## config.mk

```make
export PLATFORM = sky130hd
export DESIGN_NAME = calc_bin2bcd_flat
export DESIGN_NICKNAME = d
export VERILOG_FILES = /design/src/rtl/calc_pkg.sv /design/src/rtl/calc_bin2bcd_if.sv /design/src/rtl/calc_bcd_adj3.sv /design/src/rtl/calc_bin2bcd.sv /design/src/flat_wrapper.sv
export SDC_FILE = /design/constraint.sdc
export NUM_CORES = 1
export LEC_CHECK = 0
export ABC_CLOCK_PERIOD_IN_PS = 6200
export CAP_MARGIN = 20
export CORE_AREA = 2 2 92 94
export CTS_CLUSTER_DIAMETER = 150
export CTS_CLUSTER_SIZE = 8
export DETAILED_ROUTE_END_ITERATION = 16
export DIE_AREA = 0 0 94 96
export PLACE_DENSITY = 0.66
export SKIP_LAST_GASP = 1
export SLEW_MARGIN = 20
export SYNTH_ARGS = -nofsm -noshare
export SYNTH_HDL_FRONTEND = slang
export SYNTH_SLANG_ARGS = --single-unit
```

## constraint.sdc

```tcl
create_clock -name sys_clk -period 6.2 [get_ports sys_clk]
set_clock_uncertainty 0.1 [all_clocks]
set_input_delay 1.24 -clock sys_clk [delete_from_list [all_inputs] [get_ports sys_clk]]
set_output_delay 1.24 -clock sys_clk [all_outputs]
set_load 0.01 [all_outputs]
```

## src/rtl/calc_pkg.sv

```systemverilog
// Shared calc types and BCD constants, used by the converter and the display driver.
package calc_pkg;

   typedef enum logic [0:0] {
      ST_IDLE  = 1'b0,
      ST_SHIFT = 1'b1
   } state_t;

   localparam int unsigned BCD_W      = 4;
   localparam int unsigned BCD_ADJ_TH = 5;
   localparam int unsigned BCD_ADJ    = 3;

endpackage

```

## src/rtl/calc_bin2bcd_if.sv

```systemverilog
// Request/result bundle between the calc multiplier side and the BCD converter.
interface calc_bin2bcd_if #(
   parameter int unsigned DW     = 16,
   parameter int unsigned DIGITS = 5
);
   logic                  start;
   logic [DW-1:0]         din;
   logic                  busy;
   logic                  done;
   logic                  sign;
   logic [4*DIGITS-1:0]   bcd;
   logic [2:0]            ndig;

   modport master (output start, din, input busy, done, sign, bcd, ndig);
   modport slave  (input start, din, output busy, done, sign, bcd, ndig);
endinterface

```

## src/rtl/calc_bcd_adj3.sv

```systemverilog
// Double-dabble correction cell: a BCD digit of 5 or more gets 3 added before the shift.
module calc_bcd_adj3
   import calc_pkg::*;
(
   input  logic [BCD_W-1:0] d,
   output logic [BCD_W-1:0] q_c
);

   always_comb begin
      q_c = d;
      if (d >= BCD_W'(BCD_ADJ_TH)) begin
         q_c = d + BCD_W'(BCD_ADJ);
      end
   end

endmodule

```

## src/rtl/calc_bin2bcd.sv

```systemverilog
// Signed binary to BCD converter: sign flag, DIGITS BCD digits and a significant-digit
// count, one double-dabble shift per clock.
module calc_bin2bcd
   import calc_pkg::*;
#(
   parameter int unsigned DW     = 16,
   parameter int unsigned DIGITS = 5
) (
   input  logic           sys_clk,
   input  logic           sys_rst_n,
   calc_bin2bcd_if.slave  bus
);

   localparam int unsigned ACC_W = BCD_W * DIGITS;
   localparam int unsigned CNT_W = $clog2(DW);

   state_t             state, state_n;
   logic [CNT_W-1:0]   cnt, cnt_n;
   logic [DW-1:0]      mag, mag_n;
   logic [ACC_W-1:0]   acc, acc_n;
   logic               sign_r, sign_r_n;

   logic               busy_q, busy_n;
   logic               done_q, done_n;
   logic               sign_q, sign_n;
   logic [ACC_W-1:0]   bcd_q, bcd_n;
   logic [2:0]         ndig_q, ndig_n;

   logic [ACC_W-1:0]      adj_c;
   logic [ACC_W+DW-1:0]   sh_c;
   logic [2:0]            ndig_c;
   logic [DW-1:0]         abs_c;

   for (genvar i = 0; i < DIGITS; i++) begin : g_adj
      calc_bcd_adj3 u_adj (
         .d   (acc[i*BCD_W +: BCD_W]),
         .q_c (adj_c[i*BCD_W +: BCD_W])
      );
   end

   // Corrected accumulator and magnitude shift as one long register.
   always_comb begin
      sh_c = {adj_c, mag} << 1;
   end

   // Most significant non-zero digit of the shifted accumulator; zero still shows one digit.
   always_comb begin
      ndig_c = 3'd1;
      for (int i = 0; i < DIGITS; i++) begin
         if (sh_c[DW + i*BCD_W +: BCD_W] != '0) begin
            ndig_c = 3'(i + 1);
         end
      end
   end

   // Two's-complement magnitude; the most negative input maps onto its unsigned pattern.
   always_comb begin
      abs_c = bus.din;
      if (bus.din[DW-1]) begin
         abs_c = DW'(~bus.din + DW'(1));
      end
   end

   always_comb begin
      state_n  = state;
      cnt_n    = cnt;
      mag_n    = mag;
      acc_n    = acc;
      sign_r_n = sign_r;
      busy_n   = busy_q;
      done_n   = 1'b0;
      sign_n   = sign_q;
      bcd_n    = bcd_q;
      ndig_n   = ndig_q;

      case (state)
         ST_IDLE: begin
            if (bus.start) begin
               state_n  = ST_SHIFT;
               sign_r_n = bus.din[DW-1];
               mag_n    = abs_c;
               acc_n    = '0;
               cnt_n    = '0;
               busy_n   = 1'b1;
            end
         end
         ST_SHIFT: begin
            acc_n = sh_c[ACC_W+DW-1:DW];
            mag_n = sh_c[DW-1:0];
            cnt_n = cnt + CNT_W'(1);
            if (cnt == CNT_W'(DW - 1)) begin
               state_n = ST_IDLE;
               busy_n  = 1'b0;
               done_n  = 1'b1;
               sign_n  = sign_r;
               bcd_n   = sh_c[ACC_W+DW-1:DW];
               ndig_n  = ndig_c;
            end
         end
         default: state_n = ST_IDLE;
      endcase
   end

   always_ff @(posedge sys_clk) begin
      if (!sys_rst_n) begin
         state  <= ST_IDLE;
         cnt    <= '0;
         mag    <= '0;
         acc    <= '0;
         sign_r <= 1'b0;
         busy_q <= 1'b0;
         done_q <= 1'b0;
         sign_q <= 1'b0;
         bcd_q  <= '0;
         ndig_q <= 3'd1;
      end else begin
         state  <= state_n;
         cnt    <= cnt_n;
         mag    <= mag_n;
         acc    <= acc_n;
         sign_r <= sign_r_n;
         busy_q <= busy_n;
         done_q <= done_n;
         sign_q <= sign_n;
         bcd_q  <= bcd_n;
         ndig_q <= ndig_n;
      end
   end

   assign bus.busy = busy_q;
   assign bus.done = done_q;
   assign bus.sign = sign_q;
   assign bus.bcd  = bcd_q;
   assign bus.ndig = ndig_q;

endmodule

```

## src/flat_wrapper.sv

```systemverilog
// flat-port wrapper written by rule: the top's interface ports become plain ports
module calc_bin2bcd_flat import calc_pkg::*;
#(
   parameter int unsigned DW     = 16,
   parameter int unsigned DIGITS = 5
)
  (sys_clk, sys_rst_n, bus_start, bus_din, bus_busy, bus_done, bus_sign, bus_bcd, bus_ndig);
  calc_bin2bcd_if #(.DW(DW), .DIGITS(DIGITS)) bus_i ();
  input  logic sys_clk;
  input  logic sys_rst_n;
  input wire logic [$bits(bus_i.start)-1:0] bus_start;
  input wire logic [$bits(bus_i.din)-1:0] bus_din;
  output wire logic [$bits(bus_i.busy)-1:0] bus_busy;
  output wire logic [$bits(bus_i.done)-1:0] bus_done;
  output wire logic [$bits(bus_i.sign)-1:0] bus_sign;
  output wire logic [$bits(bus_i.bcd)-1:0] bus_bcd;
  output wire logic [$bits(bus_i.ndig)-1:0] bus_ndig;
  assign bus_i.start = bus_start;
  assign bus_i.din = bus_din;
  assign bus_busy = bus_i.busy;
  assign bus_done = bus_i.done;
  assign bus_sign = bus_i.sign;
  assign bus_bcd = bus_i.bcd;
  assign bus_ndig = bus_i.ndig;
  calc_bin2bcd #(.DW(DW), .DIGITS(DIGITS)) u_core (.sys_clk(sys_clk), .sys_rst_n(sys_rst_n), .bus(bus_i));
endmodule
```

==> run metrics, run 1 <==
Clock Latency Late Sink 340 ps; prevailing post-synth register cell dfxtp_1; mapped cell area 0.00356 mm2; CTS clock-pin slew for the worst setup and hold paths 70 ps; clock sinks 68; critical-path cell list clkdlybuf4s50_1 -> or3_4 -> or3_4 -> or4_4 -> o2111ai_1 -> o41ai_1 -> o31ai_1; DR WL/cell 13.0 um; clock power share 39.5%; Area Overhead vs Synth 18.8%; post-cts resize count 0; via count 3034; CP Class primary input to flop; TritonRoute pass-1 iters 4; I/O Buffers 44; fin crit period 3230 ps; number of synthesized register bits 68; DRT antenna net count 0; yosys warns 0; switch share 24.5%; met3 global-route usage 3.05%; Num CTS Buffers 9; number of synthesized flops with an enable pin 0; top area cells in the synthesized netlist dfxtp_1, nand2_1, nor2b_1; DIE AREA 0.00902 mm2; Worst EP arrival 3380 ps; Max rail drop VDD 0.000137 V; post-CTS setup buffer count 0; share of Yosys cell area claimed by the top area cell type 38.2%; number of global-route vias before repair 2778; # diodes 0; Hold Slack 350 ps; startpoint types primary input; most common cell after layout, fill and taps aside dfxtp_1; layout cell share with drive strength beyond 1 6.45%; CTS tree done; post-synthesis cell type count 45; post-DR vias/cell 5.32; area leader, netlist dfxtp_1; Synth Area per Inst 8.28 um2; DRC violations left 0; most frequent CP cell or3_4; Final Cycle Share 52.2%; Tot GR Track Use 17.2%; Hold Crit Class flop to flop; DRT iter0 DRCs 138; post-DP HPWL 4.94 mm; Relative slew margins 43.7%; total number of H-tree levels 3; GP Congestion 0.817; Achievable Freq 0.309 GHz; worst-path fanout max 4; met1 Use GR 21.0%; Crit path buffers/inverters 1; fill count 793; most used routing layer met2; initial core utilization 44.2%; Sequential Area 0.00136 mm2; RSZ-0062 raised after global routing false; GR Overflow Total 0; core footprint 0.00805 mm2; Nets 491; area taken by multi-input logic gates 0.00204 mm2; Clock Tree Buf Depth 2; status finished, final reports clean; most frequent cells in the layout dfxtp_1, nand2_1, clkdlybuf4s50_1; Slew @ Worst Pin 842 ps; Worst path top cell family by delay simple AND/OR/NAND/NOR gates; Reg power frac 51.2%; Final Max Slew Viols 0; Pwr Density 209 mW/mm2; total power 885 uW; slowest cell on the critical path clkdlybuf4s50_1; CTS root buffer clkbuf_8; initial antenna violation count 0; Core Util, Final 52.5%; met2 Use GR 30.0%; endpoints failing setup 0; Leak 1.66 nW; post-cts hold buffer count 0; largest net degree at the start of global routing 71; Core Rows 33; Hold Vio Cnt, Final 0; Ports 45; register area share after synthesis 38.2%; NetSw 217 uW; Comb pwr share 9.3%; internal power 668 uW; Crit. End Element flop; max cap viols 0; WP data required 6350 ps; final WL 7.43 mm; die height 96 um; Syn Nets 461; async set-reset flop share out of synthesis 0%; Syn Inst Count 430; first-pass GRT wire length 12.5 mm; Die W 94 um; Largest stage delay, worst path 470 ps; setup TNS 0 ps
-- final cells by class --
cell class / instances / share of cell area [%]
clock buffers: 11 / 3.11
clock inverters: 5 / 1.24
inverters: 15 / 1.33
multi-input cells: 319 / 48.2
flip-flops and latches: 68 / 32.2
well taps: 105 / 3.11
repair buffers: 47 / 10.8
-- worst reg2reg max path: stages, from the launching register on --
cell       delay (ps)
dfxtp_1           390
ha_1              230
nand4_1           680
nor2_1            370
and3_1            250
o2111ai_1         120
nand2_1           100
-- flip-flops by register name, indices dropped and copies added, names as in the netlist --
register and count:
u_core.acc 20, u_core.bus.bcd 20, u_core.mag 16, u_core.cnt 4, u_core.bus.ndig 3, u_core.bus.busy 1
u_core.bus.done 1, u_core.bus.sign 1, u_core.sign_r 1, u_core.state 1
-- synth_stat cells (all sizes together) (2+ instances only) --
cell      n
nor4      3
or3       5
nand2b    8
o31ai     4
o21a      3
and2      3
nand2    51
nor3     11
xnor2     8
buf       3
a21oi    32
a211oi    9
nand3    11
a31o      7
nor3b    16
mux2i    14
a31oi     2
a21o      3
nor2b    28
ha       12
nor2     24
o2111ai   2
a21boi   15
and3      2
dfxtp    68
o211a     8
o21ai    21
inv      15
clkbuf   25
xor2      7
-- through the flow --
step / setup WS, ps / cell area [um2] / instances
after global routing: 2860 / 4230 / 570
final: 2970 / 4230 / 570
after detailed placement: 2620 / 4050 / 554
after CTS: 2980 / 4230 / 570
after global placement: 2660 / 4050 / 554
after floorplan: 3190 / 3560 / 430
-- power by group through the flow --
stage | clock network (mW) | logic [mW] | registers, mW
6_report | 0.350 | 0.0823 | 0.453
5_1_grt | 0.376 | 0.0915 | 0.454
4_1_cts | 0.357 | 0.0830 | 0.453
3_5_place_dp | 0 | 0.0827 | 0.463
3_3_place_gp | 0 | 0.0810 | 0.463
2_1_floorplan | 0 | 0.0557 | 0.462
-- kinds of logic after synthesis --
group                      Yosys count  share of synthesized area [%]
xor gates and xnor gates            15                           3.69
AOI/OAI and AO/OA                  112                           20.9
DFF                                 68                           38.2
and+or+nand+nor                    166                           24.5
adders and majority gates           12                           4.22
buffers and inverters               43                           4.53
muxes                               14                           3.94
-- layer usage --
layer | wire length (um) | up-vias
met3 | 307 | 10
li1 | - | 1571
met1 | 3470 | 1395
met4 | 116 | 0
met2 | 3540 | 58
met5 | 0 | -
-- final timing paths --
check / start / endpoint / slack [ps] / depth (start not counted)
setup reg to reg: u_core.cnt[0]$_SDFFE_PN0P_ / u_core.bus.ndig[1]$_SDFFE_PN0P_ / 3900 / 6
hold / removal: u_core.bus.ndig[1]$_SDFFE_PN0P_ / u_core.bus.ndig[1]$_SDFFE_PN0P_ / 350 / 2
hold reg to reg: u_core.bus.ndig[1]$_SDFFE_PN0P_ / u_core.bus.ndig[1]$_SDFFE_PN0P_ / 350 / 2
setup / recovery: bus_din[6] / u_core.mag[14]$_SDFFE_PN0P_ / 2970 / 7
(Power assumes the default switching activity.)
==> inputs of run 2 (changes only) <==
--- a/config.mk
+++ b/config.mk
@@ -5,7 +5,7 @@
 export SDC_FILE = /design/constraint.sdc
 export NUM_CORES = 1
 export LEC_CHECK = 0
-export ABC_CLOCK_PERIOD_IN_PS = 6200
+export ABC_CLOCK_PERIOD_IN_PS = 3300
 export CAP_MARGIN = 20
 export CORE_AREA = 2 2 92 94
 export CTS_CLUSTER_DIAMETER = 150
==> constraint.sdc (replaced) <==
create_clock -name sys_clk -period 3.3 [get_ports sys_clk]
set_clock_uncertainty 0.1 [all_clocks]
set_input_delay 0.66 -clock sys_clk [delete_from_list [all_inputs] [get_ports sys_clk]]
set_output_delay 0.66 -clock sys_clk [all_outputs]
set_load 0.01 [all_outputs]
==> run metrics, run 2 (synthesis results as in run 1) <==
post-CTS setup buffer count 0; largest net degree at the start of global routing 52; initial antenna violation count 0; startpoint types primary input; Worst EP arrival 2800 ps; I/O Buffers 44; CP Class primary input to flop; Relative slew margins 61.9%; DR WL/cell 13.0 um; Tot GR Track Use 17.4%; CTS root buffer clkbuf_8; TritonRoute pass-1 iters 4; initial core utilization 44.2%; Setup crit end u_core.mag[14]$_SDFFE_PN0P_; reg-to-reg endpoint u_core.bus.ndig[0]$_SDFFE_PN1P_; layout cell share with drive strength beyond 1 7.46%; r2r startpoint u_core.acc[8]$_SDFFE_PN0P_; clock sinks 68; # diodes 0; core footprint 0.00805 mm2; Hold Vio Cnt, Final 0; die height 96 um; Largest stage delay, worst path 470 ps; Ports 45; most frequent cells in the layout dfxtp_1, nand2_1, clkdlybuf4s50_1; Max rail drop VDD 0.000225 V; most frequent CP cell or3_4; met3 global-route usage 4.31%; Area Overhead vs Synth 20.8%; Core Rows 33; Crit. End Element flop; RSZ-0062 raised after global routing false; CTS tree done; DRC violations left 0; Sequential Area 0.00136 mm2; Hold Crit Class flop to flop; DIE AREA 0.00902 mm2; Final Cycle Share 80.4%; slowest cell on the critical path clkdlybuf4s50_1; endpoints failing setup 0; Slew @ Worst Pin 570 ps; Die W 94 um; DRT antenna net count 0; number of global-route vias before repair 2856; Leak 1.69 nW; FF-to-FF path depth 8; DRT iter0 DRCs 101; area taken by multi-input logic gates 0.00204 mm2; status finished, final reports clean; post-cts resize count 0; total number of H-tree levels 3; Nets 495; Final Max Slew Viols 0; Core Util, Final 53.4%; GR Overflow Total 0; fill count 785; first-pass GRT wire length 12.4 mm; post-DR vias/cell 5.30; Clock Latency Late Sink 340 ps; WP data required 3450 ps; Worst Setup SP bus_din[6]; R2R Setup Slk 1120 ps; CTS clock-pin slew for the worst setup and hold paths 70 ps; GP Congestion 0.776; fin crit period 2650 ps; final WL 7.47 mm; max cap viols 0; most common cell after layout, fill and taps aside dfxtp_1; post-DP HPWL 5.06 mm; total power 1.78 mW; Pwr Density 414 mW/mm2; worst-path fanout max 4; via count 3041; critical-path cell list clkdlybuf4s50_1 -> or3_4 -> or3_4 -> or4_4 -> o2111ai_1 -> o41ai_1 -> o31ai_1; Num CTS Buffers 9; setup TNS 0 ps; post-cts hold buffer count 0; Clock Tree Buf Depth 2; most used routing layer met2; met1 Use GR 19.7%; Achievable Freq 0.377 GHz; met2 Use GR 31.5%
==> run 2: how the worst min path moves through the flow <==
| stage | from | end | depth (start not counted) |
|---|---|---|---|
| after floorplan | u_core.mag[11]$_SDFFE_PN0P_ | u_core.mag[12]$_SDFFE_PN0P_ | 2 |
| after global placement | u_core.bus.ndig[1]$_SDFFE_PN0P_ | u_core.bus.ndig[1]$_SDFFE_PN0P_ | 2 |
| after detailed placement | u_core.bus.ndig[1]$_SDFFE_PN0P_ | u_core.bus.ndig[1]$_SDFFE_PN0P_ | 2 |
| after CTS | u_core.bus.ndig[1]$_SDFFE_PN0P_ | u_core.bus.ndig[1]$_SDFFE_PN0P_ | 2 |
| after global routing | u_core.bus.ndig[1]$_SDFFE_PN0P_ | u_core.bus.ndig[1]$_SDFFE_PN0P_ | 2 |
| final | u_core.bus.ndig[1]$_SDFFE_PN0P_ | u_core.bus.ndig[1]$_SDFFE_PN0P_ | 2 |
==> run 2: layout make-up <==
| type | count | area share, % |
|---|---|---|
| Clock inverter | 6 | 2.04 |
| Tap cell | 105 | 3.05 |
| Sequential cell | 68 | 31.7 |
| Multi-Input combinational cell | 319 | 47.4 |
| Timing Repair Buffer | 51 | 11.3 |
| Inverter | 15 | 1.31 |
| Clock buffer | 10 | 3.20 |
==> run 2: layer usage <==
metal | routed length, um | share of wire, %
met1 | 3540 | 47
met2 | 3610 | 48
met3 | 220 | 2.9
met4 | 98 | 1.3
met5 | 0 | 0
==> run 2: stage by stage <==
stage	setup slack (ps)	hold WS [ps]	cell area, um2	instances
finish	647	350	4300	574
global route	605	369	4300	574
CTS	650	353	4300	574
detailed placement	283	343	4080	558
global placement	345	342	4080	558
floorplan	866	331	3560	430
==> run 2: where the power goes <==
group | switching (mW) | internal [mW]
clock network | 0.327 | 0.445
logic | 0.0818 | 0.0703
registers | 0.0157 | 0.840
==> run 2: critical path: cells and delay by family <==
family	cells	cell delay, ps
simple gates	3	1190
compound gates	3	500
buf+inv	1	470
==> inputs of run 3 (changes only) <==
--- a/config.mk
+++ b/config.mk
@@ -5,14 +5,14 @@
 export SDC_FILE = /design/constraint.sdc
 export NUM_CORES = 1
 export LEC_CHECK = 0
-export ABC_CLOCK_PERIOD_IN_PS = 3300
+export ABC_CLOCK_PERIOD_IN_PS = 2300
 export CAP_MARGIN = 20
 export CORE_AREA = 2 2 92 94
 export CTS_CLUSTER_DIAMETER = 150
 export CTS_CLUSTER_SIZE = 8
 export DETAILED_ROUTE_END_ITERATION = 16
 export DIE_AREA = 0 0 94 96
-export PLACE_DENSITY = 0.66
+export PLACE_DENSITY = 0.69
 export SKIP_LAST_GASP = 1
 export SLEW_MARGIN = 20
 export SYNTH_ARGS = -nofsm -noshare
==> constraint.sdc (replaced) <==
create_clock -name sys_clk -period 2.3 [get_ports sys_clk]
set_clock_uncertainty 0.1 [all_clocks]
set_input_delay 0.46 -clock sys_clk [delete_from_list [all_inputs] [get_ports sys_clk]]
set_output_delay 0.46 -clock sys_clk [all_outputs]
set_load 0.01 [all_outputs]
==> run metrics, run 3 (synthesis results as in run 1) <==
via count 3118; Worst Slack Setup Final -2.66 ps; Pwr Density 580 mW/mm2; # diodes 0; CTS root buffer clkbuf_8; met2 Use GR 29.5%; DRT iter0 DRCs 169; Cell Count, Final, Fillers Out 591; met3 global-route usage 4.39%; WP data required 2490 ps; Sequential Area 0.00136 mm2; Hold Vio Cnt, Final 0; Final Cycle Share 100%; CP Class primary input to flop; most used routing layer met2; startpoint types primary input; GP Congestion 0.862; TritonRoute pass-1 iters 4; Worst EP arrival 2490 ps; largest net degree at the start of global routing 68; clock sinks 68; fin crit period 2300 ps; CTS clock-pin slew for the worst setup and hold paths 70 ps; first-pass GRT wire length 12.4 mm; GR Overflow Total 0; Relative slew margins 60.9%; DIE AREA 0.00902 mm2; most common cell after layout, fill and taps aside dfxtp_1; FF-to-FF path depth 8; most frequent cells in the layout dfxtp_1, nand2_1, clkdlybuf4s50_1; DRC violations left 0; post-DR vias/cell 5.28; post-DP HPWL 5.02 mm; worst hold path depth 2; met1 Use GR 20.9%; Die W 94 um; Final Max Slew Viols 0; fill count 752; Max rail drop VDD 0.000382 V; endpoints failing setup 1; Ports 45; Achievable Freq 0.434 GHz; layout cell share with drive strength beyond 1 11.3%; DP Worst Slack -479 ps; Nets 512; core footprint 0.00805 mm2; failing checks setup timing; number of global-route vias before repair 2788; total number of H-tree levels 3; initial antenna violation count 0; status complete, but fails checks; Tot GR Track Use 17.2%; Clock Latency Late Sink 340 ps; die height 96 um; post-cts hold buffer count 0; DR WL/cell 12.6 um; DRT antenna net count 0; I/O Buffers 44; Core Rows 33; Clock Tree Buf Depth 2; RSZ-0062 raised after global routing true; Hold Crit Class flop to flop; worst-path fanout max 3; post-placement cell count 573; Area Overhead vs Synth 25.9%; Leak 1.80 nW; Num CTS Buffers 9; Crit. End Element flop; final WL 7.47 mm; area taken by multi-input logic gates 0.00206 mm2; CTS tree done; initial core utilization 44.2%; max cap viols 0; Slew @ Worst Pin 586 ps; Hold Slack 359 ps
==> run 3: changes by cell type in the layout (fill, tap and decap cells not counted), moves of 2 or more <==
cell	change
buf_4	+15
clkdlybuf4s50_1	-3
clkinvlp_4	-3
buf_12	+2
clkbuf_8	+2
clkdlybuf4s15_1	+2
==> run 3: critical path: stages <==
cell and delay [ps]:
dlygate4sd2_1 240, or3_4 330, or3_4 380, or4_4 550, nor4_1 360, o311a_1 180
==> run 3: final timing paths <==
kind	start	endpoint	slack, ps
max	bus_din[8]	u_core.mag[15]$_SDFFE_PN0P_	-3
min	u_core.bus.ndig[1]$_SDFFE_PN0P_	u_core.bus.ndig[1]$_SDFFE_PN0P_	360
max reg2reg	u_core.acc[13]$_SDFFE_PN0P_	u_core.bus.ndig[0]$_SDFFE_PN1P_	180
min reg2reg	u_core.bus.ndig[1]$_SDFFE_PN0P_	u_core.bus.ndig[1]$_SDFFE_PN0P_	360
==> run 3: per-layer routing <==
| layer | vias up | routed length [um] |
|---|---|---|
| met1 | 1440 | 3500 |
| li1 | 1607 | - |
| met5 | - | 0 |
| met4 | 0 | 106 |
| met3 | 12 | 268 |
| met2 | 59 | 3590 |
==> run 3: where the power goes <==
group          leakage [nW]  internal [mW]  switching, mW
Combinational          1.13          0.116          0.122
Sequential            0.552           1.21         0.0193
Clock                 0.122          0.696          0.439
==> run 3: timing repair <==
item	in CTS	in global routing
setup buffers	2	0
setup endpoints to repair	2	4
gates resized for setup	7	1
pin swaps	5	1
==> run 3: final cells by class <==
cell class / count / area share [%]
well taps: 105 / 2.93
inverters: 15 / 1.26
multi-input cells: 319 / 45.9
clock buffers: 12 / 3.69
repair buffers: 68 / 14.3
clock inverters: 4 / 1.56
flip-flops and latches: 68 / 30.4
==> run 3: per-stage QoR <==
step / area (um2) / setup TNS (ps) / utilization, % / total power [mW]
after floorplan: 3560 / 0 / - / 1.39
after global placement: 4210 / -1920 / 52.3 / 1.49
after detailed placement: 4210 / -2270 / 52.3 / 1.49
after CTS: 4480 / 0 / 55.6 / 2.63
after global routing: 4480 / -113 / 55.7 / 2.71
final: 4480 / -2.66 / 55.7 / 2.60
